[src/rtl/hazard_forward_unit.sv]
// rtl/hazard_forward_unit.sv - EX operand forwarding, load-use and MDU interlocks, stall counter
// Optional MDU busy interlock enabled by defining FU_MDU_INTERLOCK_EN.
module hazard_forward_unit #(
    parameter int REG_ADDR_W  = 5,
    parameter int MDU_LAT     = 4,
    parameter int STALL_CNT_W = 16
) (
    input  logic                   clk,
    input  logic                   rst,
    input  logic                   id_valid,
    input  logic [REG_ADDR_W-1:0]  id_rs,
    input  logic [REG_ADDR_W-1:0]  id_rt,
    input  logic                   id_mdu_start,
    input  logic                   id_hilo_read,
    input  logic [REG_ADDR_W-1:0]  ex_rs,
    input  logic [REG_ADDR_W-1:0]  ex_rt,
    input  logic [REG_ADDR_W-1:0]  ex_rd,
    input  logic                   ex_mem_read,
    input  logic [REG_ADDR_W-1:0]  mem_rd,
    input  logic                   mem_regwrite,
    input  logic [REG_ADDR_W-1:0]  wb_rd,
    input  logic                   wb_regwrite,
    output logic [1:0]             forward_a,
    output logic [1:0]             forward_b,
    output logic                   stall,
    output logic                   bubble,
    output logic                   mdu_busy,
    output logic [STALL_CNT_W-1:0] stall_cnt
);

    logic                   lu_haz;
    logic                   mdu_haz;
    logic                   stall_raw;
    logic [STALL_CNT_W-1:0] stall_cnt_q;
    logic [STALL_CNT_W-1:0] stall_cnt_d;

    // EX/MEM wins over MEM/WB; r0 is hard-wired zero and never forwarded.
    function automatic logic [1:0] fwd_sel(input logic [REG_ADDR_W-1:0] src);
        logic [1:0] sel;
        sel = 2'b00;
        if (mem_regwrite && (mem_rd != '0) && (mem_rd == src)) begin
            sel = 2'b10;
        end else if (wb_regwrite && (wb_rd != '0) && (wb_rd == src)) begin
            sel = 2'b01;
        end
        return sel;
    endfunction

    always_comb begin
        forward_a = 2'b00;
        forward_b = 2'b00;
        if (!rst) begin
            forward_a = fwd_sel(ex_rs);
            forward_b = fwd_sel(ex_rt);
        end
    end

    assign lu_haz = id_valid && ex_mem_read && (ex_rd != '0) &&
                    ((ex_rd == id_rs) || (ex_rd == id_rt));

`ifdef FU_MDU_INTERLOCK_EN
    typedef enum logic {
        MDU_IDLE = 1'b0,
        MDU_BUSY = 1'b1
    } mdu_state_t;

    localparam logic [7:0] MDU_LAT_C = 8'(MDU_LAT);

    mdu_state_t mdu_state_q;
    mdu_state_t mdu_state_d;
    logic [7:0] mdu_cnt_q;
    logic [7:0] mdu_cnt_d;
    logic       mdu_accept;

    assign mdu_busy   = (mdu_state_q == MDU_BUSY);
    assign mdu_haz    = id_valid && mdu_busy && (id_hilo_read || id_mdu_start);
    assign mdu_accept = id_valid && id_mdu_start && !stall_raw;

    always_comb begin
        mdu_state_d = mdu_state_q;
        mdu_cnt_d   = mdu_cnt_q;
        case (mdu_state_q)
            MDU_IDLE: begin
                if (mdu_accept) begin
                    mdu_cnt_d   = MDU_LAT_C;
                    mdu_state_d = MDU_BUSY;
                end
            end
            MDU_BUSY: begin
                mdu_cnt_d = mdu_cnt_q - 8'd1;
                if (mdu_cnt_q <= 8'd1) begin
                    mdu_state_d = MDU_IDLE;
                end
            end
            default: begin
                mdu_state_d = MDU_IDLE;
                mdu_cnt_d   = 8'd0;
            end
        endcase
    end

    always_ff @(posedge clk) begin
        if (rst) begin
            mdu_state_q <= MDU_IDLE;
            mdu_cnt_q   <= 8'd0;
        end else begin
            mdu_state_q <= mdu_state_d;
            mdu_cnt_q   <= mdu_cnt_d;
        end
    end
`else
    logic unused_mdu_in;

    assign unused_mdu_in = id_mdu_start ^ id_hilo_read;
    assign mdu_busy      = 1'b0;
    assign mdu_haz       = 1'b0;
`endif

    assign stall_raw = !rst && (lu_haz || mdu_haz);
    assign stall     = stall_raw;
    assign bubble    = stall_raw;
    assign stall_cnt = stall_cnt_q;

    always_comb begin
        stall_cnt_d = stall_cnt_q;
        if (stall_raw && (stall_cnt_q != '1)) begin
            stall_cnt_d = stall_cnt_q + 1'b1;
        end
    end

    always_ff @(posedge clk) begin
        if (rst) begin
            stall_cnt_q <= '0;
        end else begin
            stall_cnt_q <= stall_cnt_d;
        end
    end

endmodule

[config.mk]
export PLATFORM = sky130hd
export DESIGN_NAME = hazard_forward_unit
export DESIGN_NICKNAME = d
export VERILOG_FILES = /design/src/rtl/hazard_forward_unit.sv
export SDC_FILE = /design/constraint.sdc
export NUM_CORES = 1
export LEC_CHECK = 0
export CAP_MARGIN = 10
export CORE_MARGIN = 1.5
export CORE_UTILIZATION = 35
export DETAILED_ROUTE_END_ITERATION = 10
export GPL_TIMING_DRIVEN = 0
export PLACE_DENSITY = 0.84
export SLEW_MARGIN = 30
export SYNTH_ARGS = -nofsm -noshare
export SYNTH_HDL_FRONTEND = slang
export SYNTH_SLANG_ARGS = --single-unit
[constraint.sdc]
create_clock -name clk -period 2.2 [get_ports clk]
set_input_delay 0.22 -clock clk [delete_from_list [all_inputs] [get_ports clk]]
set_output_delay 0.22 -clock clk [all_outputs]
set_load 0.05 [all_outputs]
==> flow_metrics.env <==
export IMPL_clk_path_buf_depth=2
export IMPL_synth_nets=204
export IMPL_fp_dieH_um=63.5
export IMPL_synthSimpleGateAreaFrac_pct=30.0
export IMPL_final_util_pct=62.1
export IMPL_pwr_share_clk_pct=29.2
export IMPL_grt_use_total_pct=18.8
export IMPL_routed_via_density=5.36
export IMPL_ir_drop_uv=153
export IMPL_grt_max_degree=11
export IMPL_place_gp_congestion=0.903
export IMPL_coreArea_um2=3420
export IMPL_multi_input_area_um2=981
export IMPL_cp_cell_sequence="clkdlybuf4s50_1, clkbuf_1, nor4_1, dlygate4sd1_1"
export IMPL_yosysWarnings=0
export IMPL_synth_yosys_seq_area_share_pct=25.0
export IMPL_synth_top_area_cell="dfxtp_1"
export IMPL_finalClockSkew_ns=0.000713
export IMPL_synth_xor_area_share_pct=20.5
export IMPL_crit_type="input pin to output pin"
export IMPL_start_util_pct=37.5
export IMPL_cp_top_family="buffers and inverters"
export IMPL_worstReg2RegStart="stall_cnt[0]"
export IMPL_pwr_share_seq_pct=41.3
export IMPL_maxCapViolations=0
export IMPL_hold_viol=0
export IMPL_synth_cell_types=31
export IMPL_power_density_nw_per_um2=331
export IMPL_internal_power_uw=500
export IMPL_io_pins=66
export IMPL_muxShareOfSynthArea_pct=3.52
export IMPL_ys_top_cells_by_area="dfxtp_1 25%, xor2_1 12%, xnor2_1 8.2%, or4_1 7.6%, a21oi_1 4.7%"
export IMPL_cts_clk_slew_worst_paths_ns=0.10
export IMPL_holdCritStartpoint="stall_cnt[3]"
export IMPL_rsz0062_at_grt="no"
export IMPL_grt_pass1_wl_um=6100
export IMPL_worstSetupEndpointType="output pin"
export IMPL_grt_overflow_total=0
export IMPL_reg2regPathDepth=7
export IMPL_drtIter0Drc=59
export IMPL_largest_register_ffs=16
export IMPL_cp_startpoint="rst"
export IMPL_slew_viol_final=0
export IMPL_synthAdderAreaFrac_pct=0.977
export IMPL_n_fill_cell=286
export IMPL_synthArstFlopShare_pct=0
export IMPL_hold_worst_slack_ns=0.528
export IMPL_wl_um=3770
export IMPL_synth_top_family_by_area="simple AND/OR/NAND/NOR gates"
export IMPL_p_sw_share_pct=28.8
export IMPL_required_ns=1.98
export IMPL_vias=1473
export IMPL_slew_headroom_pct=65.5
export IMPL_synth_commonest_cells="18 x xor2_1, 16 x dfxtp_1, 13 x or4_1"
export IMPL_hpwl_um=2820
export IMPL_hold_path_class="flip-flop to flip-flop"
export IMPL_min_period_ns=2.13
export IMPL_die_w_um=63.5
export IMPL_holdBufCountCts=0
export IMPL_drc=0
export IMPL_synth_edf_count=0
export IMPL_yosysMostFrequentCell="xor2_1"
export IMPL_crit_end="forward_b[1]"
export IMPL_finalCritPeriodShare_pct=96.9
export IMPL_ys_flop_type="dfxtp_1"
export IMPL_setup_violations=0
export IMPL_synth_top_area_share_pct=25.0
export IMPL_start_kind="input pin"
export IMPL_critPathBufInv=3
export IMPL_switchingPower_uw=202
export IMPL_synth_cells=160
export IMPL_rrSetupSlack_ns=0.13
export IMPL_cp_depth=4
export IMPL_numPortBuffers=62
export IMPL_worst_pin_slew_ns=0.515
export IMPL_slowest_stage="dlygate4sd1_1"
export IMPL_htreeDepth=1
export IMPL_cts_root_buf="clkbuf_4"
export IMPL_clock_latency_ns=0.29
export IMPL_rows=21
export IMPL_p_leak_nw=0.760
export IMPL_antenna_cells=0
export IMPL_fmax_mhz=469
export IMPL_outcome="completed"
export IMPL_worstReg2RegEnd="stall_cnt[9]"
export IMPL_area_delta_synth_final_pct=65.4
export IMPL_synth_compound_area_share_pct=14.9
export IMPL_cts_tree="built"
export IMPL_clock_sinks=16
export IMPL_path_max_fanout=10
export IMPL_arrival_ns=1.91
export IMPL_post_drt_wl_per_cell_um=13.7
export IMPL_drtAntennaViolNets=0
export IMPL_ff_latch_area_um2=325
export IMPL_avgSynthCellArea_um2=8.01
export IMPL_drive_gt1_share_pct=18.3
export IMPL_numCtsBuffers=3
export IMPL_nets=274
export IMPL_cpPeakStageDelay_ns=0.55
export IMPL_dieArea_um2=4030
export IMPL_p_comb_share_pct=29.5
export IMPL_grt_pass1_vias=1378
export IMPL_syn_area_um2=1280
export IMPL_synth_seq_cells=16
export IMPL_drt_first_pass_iters=4
export IMPL_antenna_found_initial=0
repair_timing:
item | in CTS | in global routing
setup buffers | 3 | 0
resized for setup | 44 | 18
hold endpoints to repair | 0 | 0
endpoints found under the setup margin | 6 | 5
pin swaps | 4 | 1
worst register-to-register path: stages, from the launching register on:
cell     delay, ns
dfxtp_2       0.36
ha_1          0.23
nand3_2       0.14
or4_1         0.18
or3b_1        0.34
buf_2         0.16
or4_1         0.46
a21oi_1       0.14
layout make-up:
| class | count | share of cell area [%] |
|---|---|---|
| Timing Repair Buffer | 65 | 30.5 |
| Tap cell | 46 | 2.72 |
| Inverter | 3 | 0.531 |
| Sequential cell | 16 | 15.3 |
| Clock buffer | 4 | 1.71 |
| Buffer | 10 | 2.95 |
| Multi-Input combinational cell | 131 | 46.3 |
worst min-delay path by stage:
stage / end / slack [ns] / depth (start not counted)
finish: stall_cnt[3] / 0.53 / 2
global route: stall_cnt[0] / 0.55 / 2
CTS: stall_cnt[3] / 0.52 / 2
detailed placement: stall_cnt[14] / 0.50 / 2
global placement: stall_cnt[0] / 0.50 / 2
floorplan: stall_cnt[1] / 0.46 / 2
layer usage:
layer / track usage, % / wire (um) / up-vias
li1: - / - / 738
met1: 22.4 / 1480 / 669
met2: 33.3 / 2000 / 62
met3: 3.93 / 243 / 4
met4: 6.25 / 44 / 0
met5: 0 / 0 / -
power by group through the flow:
stage	logic, mW	clock network [mW]	registers (mW)
4_1_cts	0.204	0.206	0.290
6_report	0.207	0.205	0.290
5_1_grt	0.223	0.227	0.290
3_3_place_gp	0.187	0	0.297
2_1_floorplan	0.0827	0	0.297
3_5_place_dp	0.191	0	0.297
cell families (layout without fill, tap and decap cells):
group | count (synthesis) | in the layout
flops | 16 | 16
mux | 4 | 4
xor+xnor | 30 | 30
other cells | 1 | 1
fa+ha+maj | 1 | 1
simple gates | 66 | 66
buf+inv | 13 | 82
compound gates | 29 | 29
cell usage in the layout, fill, tap and decap left out, types with 3 or more instances in the layout:
master / synthesis / layout
a21oi_1: 12 / 12
buf_2: 4 / 3
buf_4: 2 / 8
clkbuf_1: 4 / 3
clkbuf_4: 0 / 4
clkdlybuf4s50_1: 0 / 43
dfxtp_1: 16 / 12
dfxtp_2: 0 / 4
dlygate4sd2_1: 0 / 6
dlymetal6s2s_1: 0 / 8
mux2_2: 4 / 4
nand2_1: 6 / 6
nand3_1: 6 / 5
nand4_1: 7 / 7
nor2_1: 10 / 8
nor2b_1: 4 / 4
nor3_1: 7 / 5
nor4_1: 6 / 5
o31ai_1: 8 / 8
or4_1: 13 / 11
xnor2_1: 12 / 12
xor2_1: 18 / 16
per-stage QoR:
| stage | cell area (um2) | instances | TNS [ns] | power (mW) | setup WS, ns |
|---|---|---|---|---|---|
| 2_1_floorplan | 1300 | 160 | -0.174 | 0.380 | -0.149 |
| 3_3_place_gp | 1980 | 268 | -4.54 | 0.484 | -0.864 |
| 3_5_place_dp | 1980 | 268 | -5.80 | 0.488 | -0.915 |
| 4_1_cts | 2080 | 275 | 0 | 0.700 | 0.0142 |
| 5_1_grt | 2120 | 275 | 0 | 0.740 | 0.000163 |
| 6_report | 2120 | 275 | 0 | 0.702 | 0.0684 |
(Power assumes the default switching activity.)
